$ cat src/rtl/sr_cmd_debouncer.sv
// -----------------------------------------------------------------------------
// sr_cmd_debouncer
//   Command front end for an enabled SR flip-flop. It turns two raw request
//   levels into clean one-cycle command pulses. Each channel is sampled,
//   debounced and rising-edge detected. The result is registered as S/R/enable.
//   If both channels rise in the same cycle, no command is issued and only
//   collision is pulsed. Because of this, S=R=1 can never leave the block.
//
// Configuration macro:
//   SR_CMD_SYNC_EN  defined   : a 2-flop synchronizer replaces the single
//                               sampling flop (for asynchronous/button inputs).
//                               This adds one cycle of latency.
//                   undefined : a single sampling flop. The inputs must already
//                               be synchronous to clk.
//
// Parameters:
//   DEBOUNCE_CYCLES  consecutive differing samples needed to flip a level (>=1)
//
// Ports:
//   clk        in   single clock, all logic on posedge
//   rst        in   synchronous, active-high reset
//   set_in     in   raw set request level
//   reset_in   in   raw reset request level
//   S          out  set command pulse (registered)
//   R          out  reset command pulse (registered)
//   enable     out  command-valid pulse (registered)
//   collision  out  both requests rose in the same cycle (registered)
// -----------------------------------------------------------------------------
module sr_cmd_debouncer #(
  parameter int DEBOUNCE_CYCLES = 4
) (
  input  logic clk,
  input  logic rst,
  input  logic set_in,
  input  logic reset_in,
  output logic S,
  output logic R,
  output logic enable,
  output logic collision
);

  localparam int CNT_W = $clog2(DEBOUNCE_CYCLES + 1);
  localparam logic [CNT_W-1:0] CNT_MAX = CNT_W'(DEBOUNCE_CYCLES - 1);

  // Channel 0 carries the set request and channel 1 carries the reset request.
  logic [1:0] raw;
  assign raw = {reset_in, set_in};

  logic [1:0] samp_q;            // sampled (or synchronized) input, x_s
  logic [1:0] deb_q, deb_d;      // debounced levels
  logic [1:0] deb_dly_q;         // debounced levels delayed one cycle
  logic [CNT_W-1:0] cnt_q [2];
  logic [CNT_W-1:0] cnt_d [2];

  logic s_q, r_q, en_q, coll_q;
  logic s_d, r_d, en_d, coll_d;
  logic [1:0] rise;

  // ---------------------------------------------------------------------------
  // Input sampling
  // ---------------------------------------------------------------------------
`ifdef SR_CMD_SYNC_EN
  logic [1:0] meta_q;

  always_ff @(posedge clk) begin
    if (rst) begin
      meta_q <= '0;
      samp_q <= '0;
    end else begin
      meta_q <= raw;
      samp_q <= meta_q;
    end
  end
`else
  // NOTE: sequential state is assigned with non-blocking (<=) so every flop
  // captures pre-edge values, independent of statement order.
  always_ff @(posedge clk) begin
    if (rst) samp_q <= '0;
    else     samp_q <= raw;
  end
`endif

  // ---------------------------------------------------------------------------
  // Debounce: a level flips only after DEBOUNCE_CYCLES consecutive samples
  // that differ from it. Any sample that agrees with the level restarts the count.
  // ---------------------------------------------------------------------------
  always_comb begin
    // NOTE: every combinational output gets a default first, so no path can
    // leave a value unassigned and infer a latch.
    deb_d = deb_q;
    for (int i = 0; i < 2; i++) begin
      cnt_d[i] = '0;
      if (samp_q[i] != deb_q[i]) begin
        if (cnt_q[i] == CNT_MAX) deb_d[i] = samp_q[i];
        else                     cnt_d[i] = cnt_q[i] + CNT_W'(1);
      end
    end
  end

  // ---------------------------------------------------------------------------
  // Rising-edge detect and command encoding
  // ---------------------------------------------------------------------------
  assign rise = deb_q & ~deb_dly_q;

  always_comb begin
    s_d    = rise[0] & ~rise[1];
    r_d    = rise[1] & ~rise[0];
    en_d   = rise[0] ^ rise[1];
    coll_d = rise[0] & rise[1];
  end

  always_ff @(posedge clk) begin
    if (rst) begin
      deb_q     <= '0;
      deb_dly_q <= '0;
      cnt_q[0]  <= '0;
      cnt_q[1]  <= '0;
      s_q       <= 1'b0;
      r_q       <= 1'b0;
      en_q      <= 1'b0;
      coll_q    <= 1'b0;
    end else begin
      deb_q     <= deb_d;
      deb_dly_q <= deb_q;
      cnt_q[0]  <= cnt_d[0];
      cnt_q[1]  <= cnt_d[1];
      s_q       <= s_d;
      r_q       <= r_d;
      en_q      <= en_d;
      coll_q    <= coll_d;
    end
  end

  assign S         = s_q;
  assign R         = r_q;
  assign enable    = en_q;
  assign collision = coll_q;

endmodule

$ cat config.mk
export PLATFORM = sky130hd
export DESIGN_NAME = sr_cmd_debouncer
export DESIGN_NICKNAME = d
export VERILOG_FILES = /design/src/rtl/sr_cmd_debouncer.sv
export SDC_FILE = /design/constraint.sdc
export NUM_CORES = 1
export LEC_CHECK = 0
export BUFFER_PORTS_ARGS = -buffer_cell sky130_fd_sc_hd__clkbuf_2
export CORE_UTILIZATION = 40
export DETAILED_ROUTE_END_ITERATION = 7
export GPL_TIMING_DRIVEN = 0
export PLACE_DENSITY_LB_ADDON = 0.08
export SLEW_MARGIN = 20
export SYNTH_ARGS = -nofsm -noshare
export SYNTH_HDL_FRONTEND = slang
export SYNTH_SLANG_ARGS = --single-unit
$ cat constraint.sdc
create_clock -name clk -period 1.4 [get_ports clk]
set_clock_uncertainty 0.1 [all_clocks]
set_input_delay 0.28 -clock clk [delete_from_list [all_inputs] [get_ports clk]]
set_output_delay 0.28 -clock clk [all_outputs]
set_load 0.05 [all_outputs]
==> results by stage, run 1 <==
Status:
- The flow ran to the end, and the final reports show no timing, DRC or antenna violations.

Drt:
- For this block, the initial DRC count from the detailed router was 1.
- For this block, the routed nets add up to 742 um of wire.
- The number of nets with antenna violations after routing is 0.
- The first-pass iteration count of the detailed router is 2.
- The routed layout has 336 vias.
- After detailed routing, the number of remaining DRC violations is 0.
- The post-detailed-route wirelength per cell is 9.76 um.
- After detailed routing, the number of vias per cell comes to 4.42.

Power and ir drop:
- The share of total power dissipated in combinational logic is 0.034.
- The cell-internal power is 0.633 mW.
- The switching share of total power is 0.199.
- Summed over all nets, the switching power comes to 0.158 mW.
- The worst-case vdd ir drop is 454 uV.
- The clock share of power is 0.379.
- The part of the power in registers is 0.587.
- The analysis attributes to cell leakage a power of 0.325 nW.
- Power spread over the standard cell area amounts to 1140 nW/um2.

Timing:
- The summed negative setup slack over all endpoints is 0 ns.
- The number of pins with negative max-slew slack in the final report came to 0.
- At the pin with the least slew margin, the transition time is 0.321 ns.
- Hold timing on the final database bottoms out at a slack of 0.0966 ns.
- The normalized max-slew margin is 0.784.
- Setup repair after global routing left no endpoint under its margin.
- The worst path in the final design needs a cycle of 1.26 ns, including I/O delays and setup.
- The highest attainable clock frequency is 0.795 GHz.
- The number of endpoints with negative hold slack in the final report is 0.
- In the finished design, the share of the clock period the worst path needs comes to 0.899.
- Setup violations remaining at the end of the flow were counted as 0.

Global route:
- The pin count of the biggest net entering global routing is 11.
- The via count of the first global-routing pass is 286.
- The global-route wire length before repair is 1.19 mm.
- The total congestion overflow after global routing is 0.
- The initial antenna violation count is 0.
- In the global route stage, overall resource usage came out at 0.118.

Placement:
- During placement, the flow inserted port buffers numbering 7.
- At the end of routability-driven placement, the weighted congestion stood at 0.553.
- The HPWL after detailed placement is 548 um.

Synth:
- The async set-or-reset flop fraction in the synthesized netlist is 0.
- The net count of the mapped netlist is 61.
- The Yosys warning count is 0.
- Ranked by total cell area, the synthesized netlist is headed by dfxtp_1 53%, ha_1 14%, and2b_1 6.2%, nor4b_2 5.0%, nor4_1 4.1%.
- After synthesis, the netlist uses 13 different library cells.
- The share of synthesized area in the top cell type comes to 0.529.
- Of all cell types, the one taking the most synthesized area is dfxtp_1.
- Summing every instance area after synthesis gives 606 um2.
- Synthesis handed over a netlist of 50 instances.
- For this run, the register share of the synthesized area comes to 0.529.
- The flip-flop and latch count after synthesis is 16.
- A synthesized cell averages 12.1 um2.
- dfxtp_1 is the most common cell in the netlist.
- The number of enable-type register cells in the synthesized netlist is 0.
- The commonest cells after synthesis are 16 x dfxtp_1, 7 x ha_1, 5 x and2b_1.
- Among all flip-flop cells after synthesis, the most frequent one is dfxtp_1.

Worst setup path:
- The setup path with the least slack is of type reg2out.
- In this run the number of cells on the critical path is 1.
- Of all nets on the critical path, the largest fanout is 1.
- The slack of the worst reg-to-reg path is 0.19 ns.
- STA puts the critical path data required time at 1.02 ns.
- Broken down by cell family, the worst path's largest delay share belongs to flip-flops.
- The endpoint identified for the worst register-to-register timing path is cnt_q[0][5]$_SDFF_PP0_.
- The worst setup path is launched from a register.
- The slowest stage cell on the critical path is dfxtp_1.
- Traced cell by cell, the critical path runs through clkbuf_2.
- In this run the critical register-to-register path is launched from cnt_q[0][3]$_SDFF_PP0_.
- The most critical setup path has its endpoint at collision.
- The buffering stage count on the worst path with inverters included is 1.
- The worst stage delay on the critical path is 0.33 ns.
- The depth of the worst register-to-register path is 3.
- STA puts the critical path data arrival time at 0.88 ns.
- The beginning of the critical path is collision$_SDFF_PP0_.
- STA classifies the critical path endpoint as a primary output.

Finish:
- The repair_antennas step left the layout with diodes totalling 0.
- The layout overhead on the synthesized area is 14.9%.
- The layout has 123 filler cells.
- The share of post-route cells with drive strength above 1 is 0.246.
- The final layout net count is 73.

Die:
- Row generation in the floorplan step produced 13 rows.
- The floorplan step set the die width to 40.9 um.
- During I/O placement, the number of pins put on the boundary was 8.
- The floorplan step set the die height to 40.9 um.
- The die footprint is 1670 um2.
- The initial utilization of the core area, before any placement, comes to 0.449.
- The placeable core region is 1350 um2.

Clocking:
- CTS placed an instance of clkbuf_4 at the clock tree root.
- The number of buffers inserted by hold repair at cts is 0.
- The clock reaches the later pin of the worst-skew pair after 0.28 ns.
- Once the clock tree was built, the setup fixing pass inserted 0 buffers.
- TritonCTS built the clock tree.
- The clock tree buffer depth is 2.
- The CTS sink count is 16.
- In this run the number of H-tree levels came out at 1.
- Once the clock tree was built, the resizer swapped 0 gates to a different size.
- After clock tree synthesis, the clock-pin slew on the worst setup and hold paths is 0.10 ns.
- The number of buffers created by CTS is 3.

Job:
- The total of max-cap violations is 0.

Worst hold path:
- The worst hold path belongs to the class in2reg.
[cells by family (layout without fill, tap and decap cells)]
logic type,count (synthesis),in the layout,synth area share
AND/OR/NAND/NOR,18,18,0.221
flip-flops,16,16,0.529
adder cells (fa/ha/maj),7,7,0.145
buffers and inverters,5,16,0.0434
XOR/XNOR,2,2,0.0289
multiplexers,2,2,0.0331
[cell type report]
cell class                      instances  area, um2  share of cell area
Sequential cell                        16        320               0.460
Multi-Input combinational cell         29        259               0.372
Clock buffer                            4       36.3              0.0522
Timing Repair Buffer                    7       35.0              0.0504
Tap cell                               15       18.8              0.0270
Inverter                                4       15.0              0.0216
Buffer                                  1       11.3              0.0162
[how the worst min path moves through the flow]
| stage | startpoint | slack (ns) | endpoint | cells past startpoint |
|---|---|---|---|---|
| global route | set_in | 0.08 | samp_q[0]$_SDFF_PP0_ | 2 |
| CTS | set_in | 0.09 | samp_q[0]$_SDFF_PP0_ | 2 |
| global placement | cnt_q[0][0]$_SDFF_PP0_ | 0.32 | cnt_q[0][0]$_SDFF_PP0_ | 1 |
| finish | set_in | 0.1 | samp_q[0]$_SDFF_PP0_ | 2 |
| floorplan | set_in | 0.31 | samp_q[0]$_SDFF_PP0_ | 1 |
| detailed placement | cnt_q[0][0]$_SDFF_PP0_ | 0.32 | cnt_q[0][0]$_SDFF_PP0_ | 1 |
[layout by cell type (no fill, tap or decap)]
cell	instances
ha_1	7
nor2_1	3
mux2i_1	2
and2b_2	1
nor4b_2	2
xnor2_1	2
dfxtp_1	16
nor4_1	4
clkbuf_2	7
and2b_1	5
or2b_1	2
clkbuf_8	1
clkbuf_4	3
buf_6	1
inv_1	4
nor2b_1	1
[state kept, by name (all words and copies together), names as in the netlist]
name,flops
deb_dly_q,2
samp_q,2
deb_q,2
cnt_q,6
enable,1
S,1
R,1
collision,1
[per-stage QoR]
stage / total power, mW / instances / worst slack (ns) / util / instance area (um2)
after global placement: 0.502 / 72 / 0.201 / 0.488 / 659
after detailed placement: 0.503 / 72 / 0.191 / 0.488 / 659
final: 0.791 / 76 / 0.142 / 0.515 / 696
after CTS: 0.805 / 76 / 0.132 / 0.515 / 696
after global routing: 0.830 / 76 / 0.0890 / 0.515 / 696
after floorplan: 0.493 / 50 / 0.247 / - / 606
[power by group through the flow]
| stage | combinational (mW) | clock [mW] | sequential (mW) |
|---|---|---|---|
| 6_report | 0.0268 | 0.300 | 0.465 |
| 5_1_grt | 0.0293 | 0.336 | 0.465 |
| 4_1_cts | 0.0275 | 0.313 | 0.465 |
| 3_5_place_dp | 0.0275 | 0 | 0.475 |
| 3_3_place_gp | 0.0273 | 0 | 0.475 |
| 2_1_floorplan | 0.0183 | 0 | 0.475 |
[metal layers]
layer | vias up | GRT usage | wire length, um
li1 | 185 | - | -
met1 | 145 | 0.164 | 401
met2 | 4 | 0.133 | 313
met3 | 2 | 0.0326 | 18
met4 | 0 | 0.125 | 8
met5 | - | 0 | 0
Power figures use the tool's default switching activity.
==> run 2, diff against run 1 <==
Settings changed: TNS_END_PERCENT from default to 1.
Clock period 1.4 ns to 1 ns, I/O delays scaled along.
==> run 2 against run 1 <==
Compared with the run above: the flow now finishes with violations (negative setup slack); register-to-register slack got worse by 0.32 ns; combinational power increased by 55%; via count increased by 12%; routed wire length increased by 27%; first-iteration DRC count increased to 5.0 times the previous value; sequential cell count unchanged; critical endpoint is now R$_SDFF_PP0_.
==> results by stage, run 2 (synthesis results as in run 1) <==
Drt:
- In the final routed layout, each cell accounts on average for 12.1 um.
- Before antenna repair, the detailed router went through 2 iterations.
- The average vias per placed instance is 4.82.
- The total routed wirelength is 940 um.
- The number of nets with antenna violations after routing is 0.
- In the routed design, unresolved DRC markers number 0.
- Across all layers, the routed design uses 376 vias.
- In this run, the number of DRC markers left after iteration 0 of detailed routing was 5.

Global route:
- The total congestion overflow after global routing is 0.
- The first global-routing pass estimated 1.51 mm of wire.
- In the global route stage, overall resource usage came out at 0.150.
- The initial antenna violation count came to 0.
- The via count of the first global-routing pass came to 354.
- Entering global routing, the biggest net connects 11 pins.

Finish:
- The number of flip-flops under the largest register name is 6.
- With fillers left out, the area of the finished cells amounts to 860 um2.
- 0 antenna diodes ended up in the layout.
- The largest register by flop count is cnt_q.
- The library cells used most frequently in the layout, excluding fill and tap cells, are 9 x dfxtp_2, 7 x dfxtp_1, 6 x ha_4.
- The share of post-route cells with drive strength above 1 is 0.619.
- Leaving out fill and tap cells, the most frequent cell in the layout is dfxtp_2.
- The utilization of the core after routing is 0.637.
- The area growth from synthesis to layout is 41.9%.
- Excluding fillers, the count of instances in the completed layout stands at 78.
- The net count of the finished layout is 75.

Clocking:
- The TritonCTS clock tree is built.
- The CTS sink count is 16.
- For the worst-skew pair, the clock arrives at the later sink with an insertion delay of 0.28 ns.
- CTS built an H-tree with a depth of 1.
- Clock-pin slew was measured on the worst setup and hold paths at 0.09 ns.
- In this run the deepest clock path goes through 2 buffers.
- The number of buffers created by CTS is 3.
- The tree is rooted in a clkbuf_4.

Placement:
- During placement, the flow inserted port buffers numbering 7.
- Summed over all nets, the half-perimeter wirelength after detailed placement is 647 um.
- The total placed cells including tap cells is 72.
- The post-placement cell area is 734 um2.
- At the end of routability-driven placement, the weighted congestion stood at 0.647.

Die:
- The number of core rows is 13.
- The placeable core region is 1350 um2.
- From bottom edge to top edge, the die measures 40.9 um.
- The count of pins on the block boundary is 8.
- The die footprint is 1670 um2.
- The initial core utilization is 0.449.
- The die span in x is 40.9 um.

Timing:
- Setup repair after global routing could not meet its margin everywhere.
- The number of pins with negative max-slew slack in the final report came to 0.
- Final hold analysis gives a worst-case slack of 0.0187 ns.
- The final cycle utilization of the critical path is 1.13.
- The setup-violating endpoint count in the final report is 16.
- The slew at the pin closest to its max-slew limit is 0.288 ns.
- The clock period minus worst slack is 1.13 ns.
- The highest attainable clock frequency is 0.888 GHz.
- The normalized max-slew margin is 0.806.
- The number of endpoints with negative hold slack in the final report is 0.
- Across all setup checks in the final design, the least slack found is -0.127 ns.

Worst setup path:
- At the worst endpoint, the arrival time is 1.20 ns.
- Traced cell by cell, the critical path runs through or2b_4, ha_4, and2b_1.
- The setup path with the least slack is of type reg2reg.
- The slack of the worst reg-to-reg path is -0.13 ns.
- The worst stage delay on the critical path is 0.34 ns.
- STA puts the critical path data required time at 1.07 ns.
- The worst-path maximum fanout is 2.
- The endpoint class of the critical path is a register.
- Among all stages on the critical path, the largest delay is contributed by dfxtp_2.
- STA classifies the critical path startpoint as a register.

Power and ir drop:
- The static leakage is 0.345 nW.
- The power density normalized to cell area is 1290 nW/um2.
- The worst-case vdd ir drop is 962 uV.
- The total power is 1.11 mW.

Job:
- Across the run, the number of max-cap violations was 0.

Status:
- The checks that failed: negative setup slack.
- The run finished, with violations left.

Worst hold path:
- The path class of the tightest hold or removal check is in2reg.
run 2: critical path: cells and delay by family, from the launching register on:
kind / cells / cell delay, ns
and+or+nand+nor: 2 / 0.43
DFF: 1 / 0.34
adders and majority gates: 1 / 0.15
run 2: where the power goes:
part | switching, mW | internal [mW]
combinational | 0.0190 | 0.0225
sequential | 0.00735 | 0.646
clock | 0.195 | 0.221
run 2: area by class of cell:
class                           count  area (um2)
Clock buffer                        4        36.3
Multi-Input combinational cell     29         357
Fill cell                         107         490
Inverter                            4        15.0
Sequential cell                    16         332
Buffer                              1        11.3
Timing Repair Buffer                9        90.1
Tap cell                           15        18.8
run 2: repair_timing:
| action | 4_1_cts | 5_1_grt |
|---|---|---|
| hold buffers | 0 | 0 |
| pin swaps | 2 | 2 |
| setup buffers | 2 | 0 |
| endpoints found under the hold margin | 0 | 0 |
| gates resized for setup | 11 | 10 |
| setup endpoints to repair | 16 | 16 |
run 2: stage by stage:
step / worst slack [ns] / setup TNS [ns]
floorplan: -0.0875 / -0.534
global placement: -0.125 / -0.781
detailed placement: -0.173 / -1.16
CTS: -0.137 / -1.57
global route: -0.160 / -2.06
finish: -0.127 / -1.41
run 2: per-layer routing:
| metal | track usage | share of wire | vias to the layer above |
|---|---|---|---|
| met1 | 0.163 | 0.42 | 179 |
| met4 | 0.125 | 0.0085 | 0 |
| met3 | 0.0326 | 0.024 | 2 |
| li1 | - | - | 191 |
| met2 | 0.246 | 0.55 | 4 |
| met5 | 0 | 0 | - |
run 2: final timing paths:
path                          startpoint  cells after the start                endpoint
setup / recovery   deb_q[0]$_SDFFE_PP0P_                      3            R$_SDFF_PP0_
hold / removal                  reset_in                      2    samp_q[1]$_SDFF_PP0_
setup reg to reg   deb_q[0]$_SDFFE_PP0P_                      3            R$_SDFF_PP0_
hold reg to reg   cnt_q[0][0]$_SDFF_PP0_                      1  cnt_q[0][0]$_SDFF_PP0_
==> run 3, diff against run 2 <==
Settings changed: CORE_MARGIN from default to 3.
Clock period 1 ns to 0.9 ns, I/O delays scaled along.
==> run 3 against run 2 <==
Compared with the run above: the flow still finishes with violations (negative setup slack); sequential power up 11%; die area up 21%; critical path depth unchanged; power up 2.3%; cell count unchanged; sequential cell count unchanged; critical endpoint is now S$_SDFF_PP0_; highest routed layer unchanged.
==> results by stage, run 3 (synthesis results as in run 1) <==
Placement:
- Counting tap cells, the placed design contains a total of 72 instances.
- The post-placement cell area is 734 um2.
- The final weighted congestion in routability-driven placement is 0.663.
- The HPWL after detailed placement is 688 um.
- The pre-CTS worst setup slack is -0.243 ns.
- Buffers placed on the I/O ports in this run total 7.

Drt:
- Wires add up to 981 um.
- The number of nets with antenna violations after routing is 0.
- The violation count after the first detailed-route iteration is 4.
- The first-pass iteration count of the detailed router is 2.
- The total via count in the routed design is 375.
- After detailed routing, the number of remaining DRC violations is 0.
- After detailed routing, the average wire length per cell comes to 12.6 um.
- The average vias per placed instance is 4.81.

Global route:
- The total congestion overflow after global routing is 0.
- The initial antenna violation count came to 0.
- The via count of the first global-routing pass was 408.
- The global-route wire length before repair is 1.65 mm.
- The combined global-route utilization of all metal layers is 0.119.
- The pin count of the biggest net entering global routing is 11.

Timing:
- After layout, the worst setup slack is -0.218 ns.
- The clock period minus worst slack is 1.12 ns.
- The worst pin sits at a relative slew slack of 0.777.
- The number of pins with negative max-slew slack in the final report is 0.
- The number of endpoints with negative hold slack in the final report came to 0.
- At the pin with the least slew margin, the transition time is 0.332 ns.
- The final cycle utilization of the critical path is 1.24.
- The tightest hold path in the finished design has a slack of 0.0209 ns.
- The highest attainable clock frequency is 0.895 GHz.
- The setup-violating endpoint count in the final report is 16.
- Setup repair after global routing could not meet its margin everywhere.
- The summed negative setup slack over all endpoints is -2.94 ns.

Finish:
- The utilization of the core after routing is 0.626.
- The final layout net count is 76.
- The largest register by flop count is cnt_q.
- Compared with the post-synthesis result, the final layout area differs by 41.3%.
- The finished layout holds 78 standard cells, fillers aside.
- Leaving out fill and tap cells, the most frequent cells in the layout are 8 x dfxtp_2, 8 x dfxtp_1, 5 x and2b_1, 5 x ha_4, 4 x buf_8.
- 0 antenna diodes ended up in the layout.
- The number of flip-flops under the largest register name is 6.
- Counting the fill cells in the layout gives 119.
- The share of post-route cells with drive strength above 1 is 0.603.
- The summed area of non-filler cells in the final layout is 856 um2.

Clocking:
- The cell sitting at the root of the clock tree is a clkbuf_4.
- The clock transition at the registers of the reported paths is 0.09 ns.
- CTS built an H-tree with a depth of 1.
- The CTS sink count is 16.
- The clock tree buffer depth is 2.
- The clock latency at the later pin of the worst-skew pair is 0.28 ns.
- The TritonCTS clock tree is built.
- Counting the buffers created by CTS gives 3.

Die:
- The die is 44.9 um tall.
- During I/O placement, the number of pins put on the boundary was 8.
- The number of core rows is 13.
- For this configuration, the core starts out at a cell density of 0.443.
- The die span in x is 44.9 um.
- The die covers 2020 um2.
- In this run the standard cell core region covers 1370 um2.

Power and ir drop:
- The worst-case vdd ir drop is 926 uV.
- For this design the ratio of total power to cell area is 1330 nW/um2.
- The design draws 1.14 mW.
- Summed over all cells, the static leakage comes to 0.342 nW.

Worst setup path:
- The type of origin of the critical path is a register.
- The endpoint identified for the worst register-to-register timing path is S$_SDFF_PP0_.
- The depth of the worst register-to-register path is 3.
- The critical path start-end classification is reg2reg.
- Of all nets on the critical path, the largest fanout is 2.
- The slack of the worst reg-to-reg path is -0.22 ns.
- The data arrival time of the worst path is 1.19 ns.
- STA classifies the critical path endpoint as a register.
- The worst register-to-register path begins at deb_q[1]$_SDFFE_PP0P_.
- STA puts the critical path data required time at 0.98 ns.

Job:
- The total of max-cap violations is 0.

Worst hold path:
- The worst hold path begins at reset_in.
- The path class of the tightest hold or removal check is in2reg.
- The worst hold path depth is 2.
- The path with the worst hold slack has its endpoint at samp_q[1]$_SDFF_PP0_.

Status:
- The checks that failed: negative setup slack.
- The run finished, with violations left.
[run 3: power by group]
group          total [mW]  internal (mW)  switching [mW]  leakage, nW
clock network       0.358          0.155           0.203       0.0138
registers           0.726          0.718         0.00817        0.134
logic              0.0523         0.0280          0.0243        0.195
total                1.14          0.901           0.236        0.342
[run 3: metal layers]
metal	track usage	up-vias	part of all wire
met5	0	-	0
li1	-	193	-
met1	0.120	176	0.43
met4	0.0877	0	0.0051
met3	0.0279	2	0.036
met2	0.209	4	0.53
[run 3: what timing repair did]
| action | in CTS | in global routing |
|---|---|---|
| hold endpoints to repair | 1 | 0 |
| endpoints found under the setup margin | 16 | 16 |
| buffers inserted | 2 | 0 |
| pin swaps | 2 | 1 |
| hold buffers | 1 | 0 |
| gates cloned | 0 | 0 |
| gates resized for setup | 11 | 10 |
[run 3: area by class of cell]
type                            count  area, um2  share of cell area
Sequential cell                    16        330               0.386
Multi-Input combinational cell     29        358               0.418
Timing Repair Buffer               10        100               0.117
Tap cell                           15       18.8              0.0219
Clock buffer                        3       22.5              0.0263
Buffer                              1       11.3              0.0132
Inverter                            4       15.0              0.0175
[run 3: how the worst max path moves through the flow]
stage	endpoint	slack [ns]	start
after floorplan	R$_SDFF_PP0_	-0.19	deb_q[0]$_SDFFE_PP0P_
after global placement	collision$_SDFF_PP0_	-0.22	deb_q[0]$_SDFFE_PP0P_
after detailed placement	enable$_SDFF_PP0_	-0.24	deb_q[1]$_SDFFE_PP0P_
after CTS	enable$_SDFF_PP0_	-0.23	deb_q[1]$_SDFFE_PP0P_
after global routing	enable$_SDFF_PP0_	-0.27	deb_q[1]$_SDFFE_PP0P_
final	S$_SDFF_PP0_	-0.22	deb_q[1]$_SDFFE_PP0P_
[run 3: worst max-delay path: stages, from the launching register on]
cell and delay, ns:
dfxtp_2 0.34, or2b_1 0.26, ha_2 0.17, and2b_1 0.15
